$ cat config.mk
export PLATFORM = sky130hd
export DESIGN_NAME = pump3_sequencer
export DESIGN_NICKNAME = d
export VERILOG_FILES = /design/src/rtl/pump3_sequencer.sv
export SDC_FILE = /design/constraint.sdc
export NUM_CORES = 1
export LEC_CHECK = 0
export BUFFER_PORTS_ARGS = -buffer_cell sky130_fd_sc_hd__buf_2
export CAP_MARGIN = 0
export CORE_MARGIN = 10
export CORE_UTILIZATION = 64
export CTS_BUF_LIST = sky130_fd_sc_hd__clkbuf_8
export DETAILED_ROUTE_END_ITERATION = 10
export PLACE_DENSITY = 0.95
export SLEW_MARGIN = 5
export SYNTH_ARGS = -nofsm -noshare
export SYNTH_HDL_FRONTEND = slang
export SYNTH_SLANG_ARGS = --single-unit
$ cat constraint.sdc
create_clock -name clk -period 5.35 [get_ports clk]
set_input_delay 0.535 -clock clk [delete_from_list [all_inputs] [get_ports clk]]
set_output_delay 0.535 -clock clk [all_outputs]
set_load 0.005 [all_outputs]
$ cat src/rtl/pump3_sequencer.sv
// Six-phase peristaltic sequencer for a three-valve pneumatic pump.
// Each phase lasts max(phase_len,1) cycles; runs execute a latched number of strokes.
module pump3_sequencer #(
  parameter int PHASE_W = 16,
  parameter int CNT_W   = 8
) (
  input  logic               clk,
  input  logic               rst,
  input  logic               start,
  input  logic               dir,
  input  logic [CNT_W-1:0]   strokes,
  input  logic [PHASE_W-1:0] phase_len,
  input  logic               abort,
  output logic               pump1,
  output logic               pump2,
  output logic               pump3,
  output logic               busy,
  output logic               done,
  output logic [CNT_W-1:0]   strokes_left
);

  typedef enum logic {IDLE, RUN} state_t;

  localparam logic [PHASE_W-1:0] ONE_P = PHASE_W'(1);
  localparam logic [CNT_W-1:0]   ONE_C = CNT_W'(1);

  state_t             state_q, state_d;
  logic [2:0]         phase_q, phase_d;
  logic [PHASE_W-1:0] timer_q, timer_d;
  logic [PHASE_W-1:0] len_q, len_d;
  logic               dir_q, dir_d;
  logic [CNT_W-1:0]   left_d;
  logic [2:0]         pumps_d;
  logic               busy_d, done_d;

  function automatic logic [2:0] pattern(input logic [2:0] ph, input logic rev);
    logic [2:0] p;
    p = 3'b111;
    if (!rev) begin
      case (ph)
        3'd0: p = 3'b101;
        3'd1: p = 3'b001;
        3'd2: p = 3'b011;
        3'd3: p = 3'b010;
        3'd4: p = 3'b110;
        3'd5: p = 3'b100;
        default: p = 3'b111;
      endcase
    end else begin
      case (ph)
        3'd0: p = 3'b101;
        3'd1: p = 3'b100;
        3'd2: p = 3'b110;
        3'd3: p = 3'b010;
        3'd4: p = 3'b011;
        3'd5: p = 3'b001;
        default: p = 3'b111;
      endcase
    end
    return p;
  endfunction

  always_comb begin
    state_d = state_q;
    phase_d = phase_q;
    timer_d = timer_q;
    len_d   = len_q;
    dir_d   = dir_q;
    left_d  = strokes_left;
    done_d  = 1'b0;
    case (state_q)
      IDLE: begin
        if (start && !abort) begin
          dir_d   = dir;
          len_d   = (phase_len == '0) ? ONE_P : phase_len;
          phase_d = 3'd0;
          timer_d = '0;
          if (strokes == '0) begin
            done_d = 1'b1;
          end else begin
            state_d = RUN;
            left_d  = strokes;
          end
        end
      end
      RUN: begin
        if (abort) begin
          state_d = IDLE;
          phase_d = 3'd0;
          timer_d = '0;
          left_d  = '0;
        end else if (timer_q == len_q - ONE_P) begin
          timer_d = '0;
          if (phase_q == 3'd5) begin
            phase_d = 3'd0;
            if (strokes_left == ONE_C) begin
              state_d = IDLE;
              left_d  = '0;
              done_d  = 1'b1;
            end else begin
              left_d = strokes_left - ONE_C;
            end
          end else begin
            phase_d = phase_q + 3'd1;
          end
        end else begin
          timer_d = timer_q + ONE_P;
        end
      end
      default: state_d = IDLE;
    endcase
    // Outputs are derived from the next state so they register in step with it.
    busy_d  = (state_d == RUN);
    pumps_d = (state_d == RUN) ? pattern(phase_d, dir_d) : 3'b111;
  end

  always_ff @(posedge clk) begin
    if (rst) begin
      state_q      <= IDLE;
      phase_q      <= 3'd0;
      timer_q      <= '0;
      len_q        <= ONE_P;
      dir_q        <= 1'b0;
      strokes_left <= '0;
      pump1        <= 1'b1;
      pump2        <= 1'b1;
      pump3        <= 1'b1;
      busy         <= 1'b0;
      done         <= 1'b0;
    end else begin
      state_q      <= state_d;
      phase_q      <= phase_d;
      timer_q      <= timer_d;
      len_q        <= len_d;
      dir_q        <= dir_d;
      strokes_left <= left_d;
      pump1        <= pumps_d[2];
      pump2        <= pumps_d[1];
      pump3        <= pumps_d[0];
      busy         <= busy_d;
      done         <= done_d;
    end
  end

endmodule

==> impl_results.md <==
* CP required at 5.52 ns
* Critical-path cell list: inv_1 > ha_1 > or4b_1 > nor3_2 > mux2_2 > nand3_1 > and4b_4 > a21o_1 > inv_1 > a22oi_1 > nor2_1
* Largest net degree at the start of global routing at 47
* Post-synth EDFFs at 0
* Commonest non-fill, non-tap cell in the layout: dfxtp_1
* Synthesized instance count at 392
* Routed vias/inst at 6.36
* Final Hold Fails at 0
* # rows at 24
* CTS HTree Levels at 2
* CTS tree: built
* Met1 Use GR at 23.0%
* Slowest CP cell: or4b_1
* Arr. time, crit path at 3.73 ns
* Startpoint types: register
* Nets at 457
* Final GP Congestion at 0.900
* Sequential power share at 51.4%
* Placed cell count at 469
* Design Area, Final at 0.00329 mm2
* Post-layout util at 74.0%
* Post-Synth XOR/XNOR Area at 5.87%
* WS Path Type: reg -> reg
* Net Sw Power at 0.235 mW
* Top Usage Layer GRT: met2
* Placed wire-length estimate at 5610 um
* Comb pwr share at 19.6%
* Compound-Gate Fraction of Synth Area at 20.7%
* Vias in the first global route at 2908
* Most frequent cells in the layout: 49 x dfxtp_1, 46 x nand2_1, 41 x buf_2
* Syn Area/Cell at 7.62 um2
* Die height at 88.3 um
* Layout cells sized above 1 at 15.5%
* Status: complete, no violations
* Final count of pins violating max slew at 0
* DP Area at 0.00319 mm2
* Synth Net Count at 425
* TritonCTS Buffers at 5
* Total negative slack at 0 ns
* Primary FF master, synth: dfxtp_1
* Max incr delay on CP at 0.54 ns
* Hold crit path type: in -> reg
* Total gr overflow at 0
* Sequential element share of the synthesized area at 32.9%
* Effective utilization at floorplan at 67.2%
* GRT Util Overall at 20.1%
* DR pass1 iterations at 6
* Hold_buf cts at 0
* Clk_skew at 0.00415 ns
* Clk network pwr share at 29.1%
* DRT antenna net count at 0
* Slew margin rel. at 28.0%
* I/O pin count at 42
* Core area at 0.00444 mm2
* Yosys top cell area share at 32.9%
* Tcrit/Tclk final at 66.5%
* WL final at 7710 um
* Max Root-Sink Buffers at 2
* Post-synthesis mux area share at 2.05%
* Die Span X at 88.3 um
* Global-route track usage on met2 at 34.9%
* Max cap viols at 0
* Peak Freq at 281 MHz
* Die ar. at 0.00780 mm2
* Final min period at 3.56 ns
* Clock latency on the worst-skew pair at 0.31 ns
* Ys async rst share at 0%
* RSZ-0062 raised after global routing: no
* PostCTS Resize Cnt at 0
* Largest family of logic cells by synthesized area: simple AND/OR/NAND/NOR gates
* # diodes at 0
* Initial drt markers at 230
* Number of fill cells in the layout at 330
* Crit. End Element: register
* Critical path fanouts, max at 17
* Area Growth Syn to Fin at 10.1%
* Initial antenna violation count at 0
* Drt wl/cell at 16.2 um
* Synthesized area at 0.00299 mm2
* Grt met3 use at 4.32%
* Post-CTS Setup Repair Bufs at 0
* Clock Sinks at 49
* Synth cell types at 57
* Pwr per Cell Area at 233 mW/mm2
* Internal cell power at 0.530 mW
* Warnings, synthesis at 0
* Post-route insts no fill at 477
* Seq cells post-synth at 49
* First-pass GRT wire length at 12900 um
* Synth area leaders: dfxtp_1 33%, a21oi_1 6.4%, nand2_1 5.8%
* Cell taking the most area after synthesis: dfxtp_1
* Lkg Pwr at 1.34 nW
* Via count at 3032
* CTS clk-pin slew, worst paths at 0.09 ns
* Worst slew pin tran at 1.08 ns
* Setup violators final at 0
* Worst vdd ir at 164 uV
* Synth Area in Simple Gates at 31.6%
* DRC at 0
* Root Buffer: clkbuf_8
* Port Buf Inserts at 41
* Switching share of total power at 30.7%
* Adder-Cell Fraction of Synth Area at 2.43%
* Most frequent CP cell: inv_1
==> worst max-delay path, delay by kind of cell, from the launching register on <==
kind	cells	cell delay [ns]
AOI/OAI and AO/OA	2	0.71
DFF	1	0.37
adders and majority gates	1	0.37
muxes	1	0.37
and+or+nand+nor	5	1.17
buffers and inverters	2	0.42
==> flip-flops by register name, summed over array words and instances (netlist names) <==
| register | flops |
|---|---|
| len_q | 16 |
| timer_q | 16 |
| strokes_left | 8 |
| phase_q | 3 |
| dir_q | 1 |
| done | 1 |
| pump1 | 1 |
| pump2 | 1 |
| pump3 | 1 |
| state_q | 1 |
==> path summary, 6_finish.rpt <==
check	cells past startpoint	slack (ns)	end	start
worst max-delay path	11	1.79	timer_q[1]	len_q[0]
worst min-delay path	3	0.47	len_q[5]	phase_len[5]
worst max register to register	11	1.79	timer_q[1]	len_q[0]
worst min register to register	2	0.48	len_q[15]	len_q[15]
==> layer usage <==
metal / up-vias / wire, um
met1: 1402 / 3190
met3: 27 / 464
met5: - / 0
met4: 0 / 204
li1: 1467 / -
met2: 136 / 3850
==> synth_stat cells (all sizes together), types with 2 or more instances <==
cell	n
inv	18
a21o	3
and2	2
nor2b	6
o211ai	2
dfxtp	49
a2bb2oi	2
a211o	3
clkbuf	11
a21oi	39
nor3b	4
nand2	46
xnor2	13
o32ai	2
ha	4
nand3b	15
or3	11
o22ai	6
a211oi	2
a31oi	2
and3	13
a32oi	4
nand3	12
nand4	3
or4	3
buf	5
mux2i	5
maj3	2
nand2b	4
nor2	40
nor4	6
o21ai	24
nor3	9
or4b	2
a41oi	3
xor2	7
==> metrics by stage <==
stage          hold slack (ns)  power [mW]  worst slack (ns)
2_1_floorplan            0.449       0.504              2.51
3_3_place_gp             0.460       0.539              2.08
3_5_place_dp             0.471       0.546              1.91
4_1_cts                  0.465       0.762              1.86
5_1_grt                  0.468       0.798              1.61
6_report                 0.466       0.765              1.79
==> cell families (layout without fill, tap and decap cells) <==
group / Yosys count / in the layout
AOI/OAI and AO/OA: 97 / 97
xor gates and xnor gates: 20 / 20
adders and majority gates: 6 / 6
buffers and inverters: 34 / 67
DFF: 49 / 49
muxes: 6 / 6
and+or+nand+nor: 180 / 180
==> cell type report <==
cell class,count,area [um2],share of cell area [%]
repair buffers,41,205,6.24
clock inverters,3,22.5,0.685
well taps,52,65.1,1.98
inverters,18,67.6,2.05
clock buffers,5,68.8,2.09
flip-flops and latches,49,981,29.8
multi-input cells,309,1880,57.1
==> power groups by stage <==
stage / Clock [mW] / Sequential (mW) / Combinational (mW)
after floorplan: 0 / 0.396 / 0.108
after detailed placement: 0 / 0.401 / 0.146
after global placement: 0 / 0.400 / 0.139
final: 0.222 / 0.393 / 0.150
after CTS: 0.223 / 0.392 / 0.147
after global routing: 0.237 / 0.395 / 0.165
(Power assumes the default switching activity.)
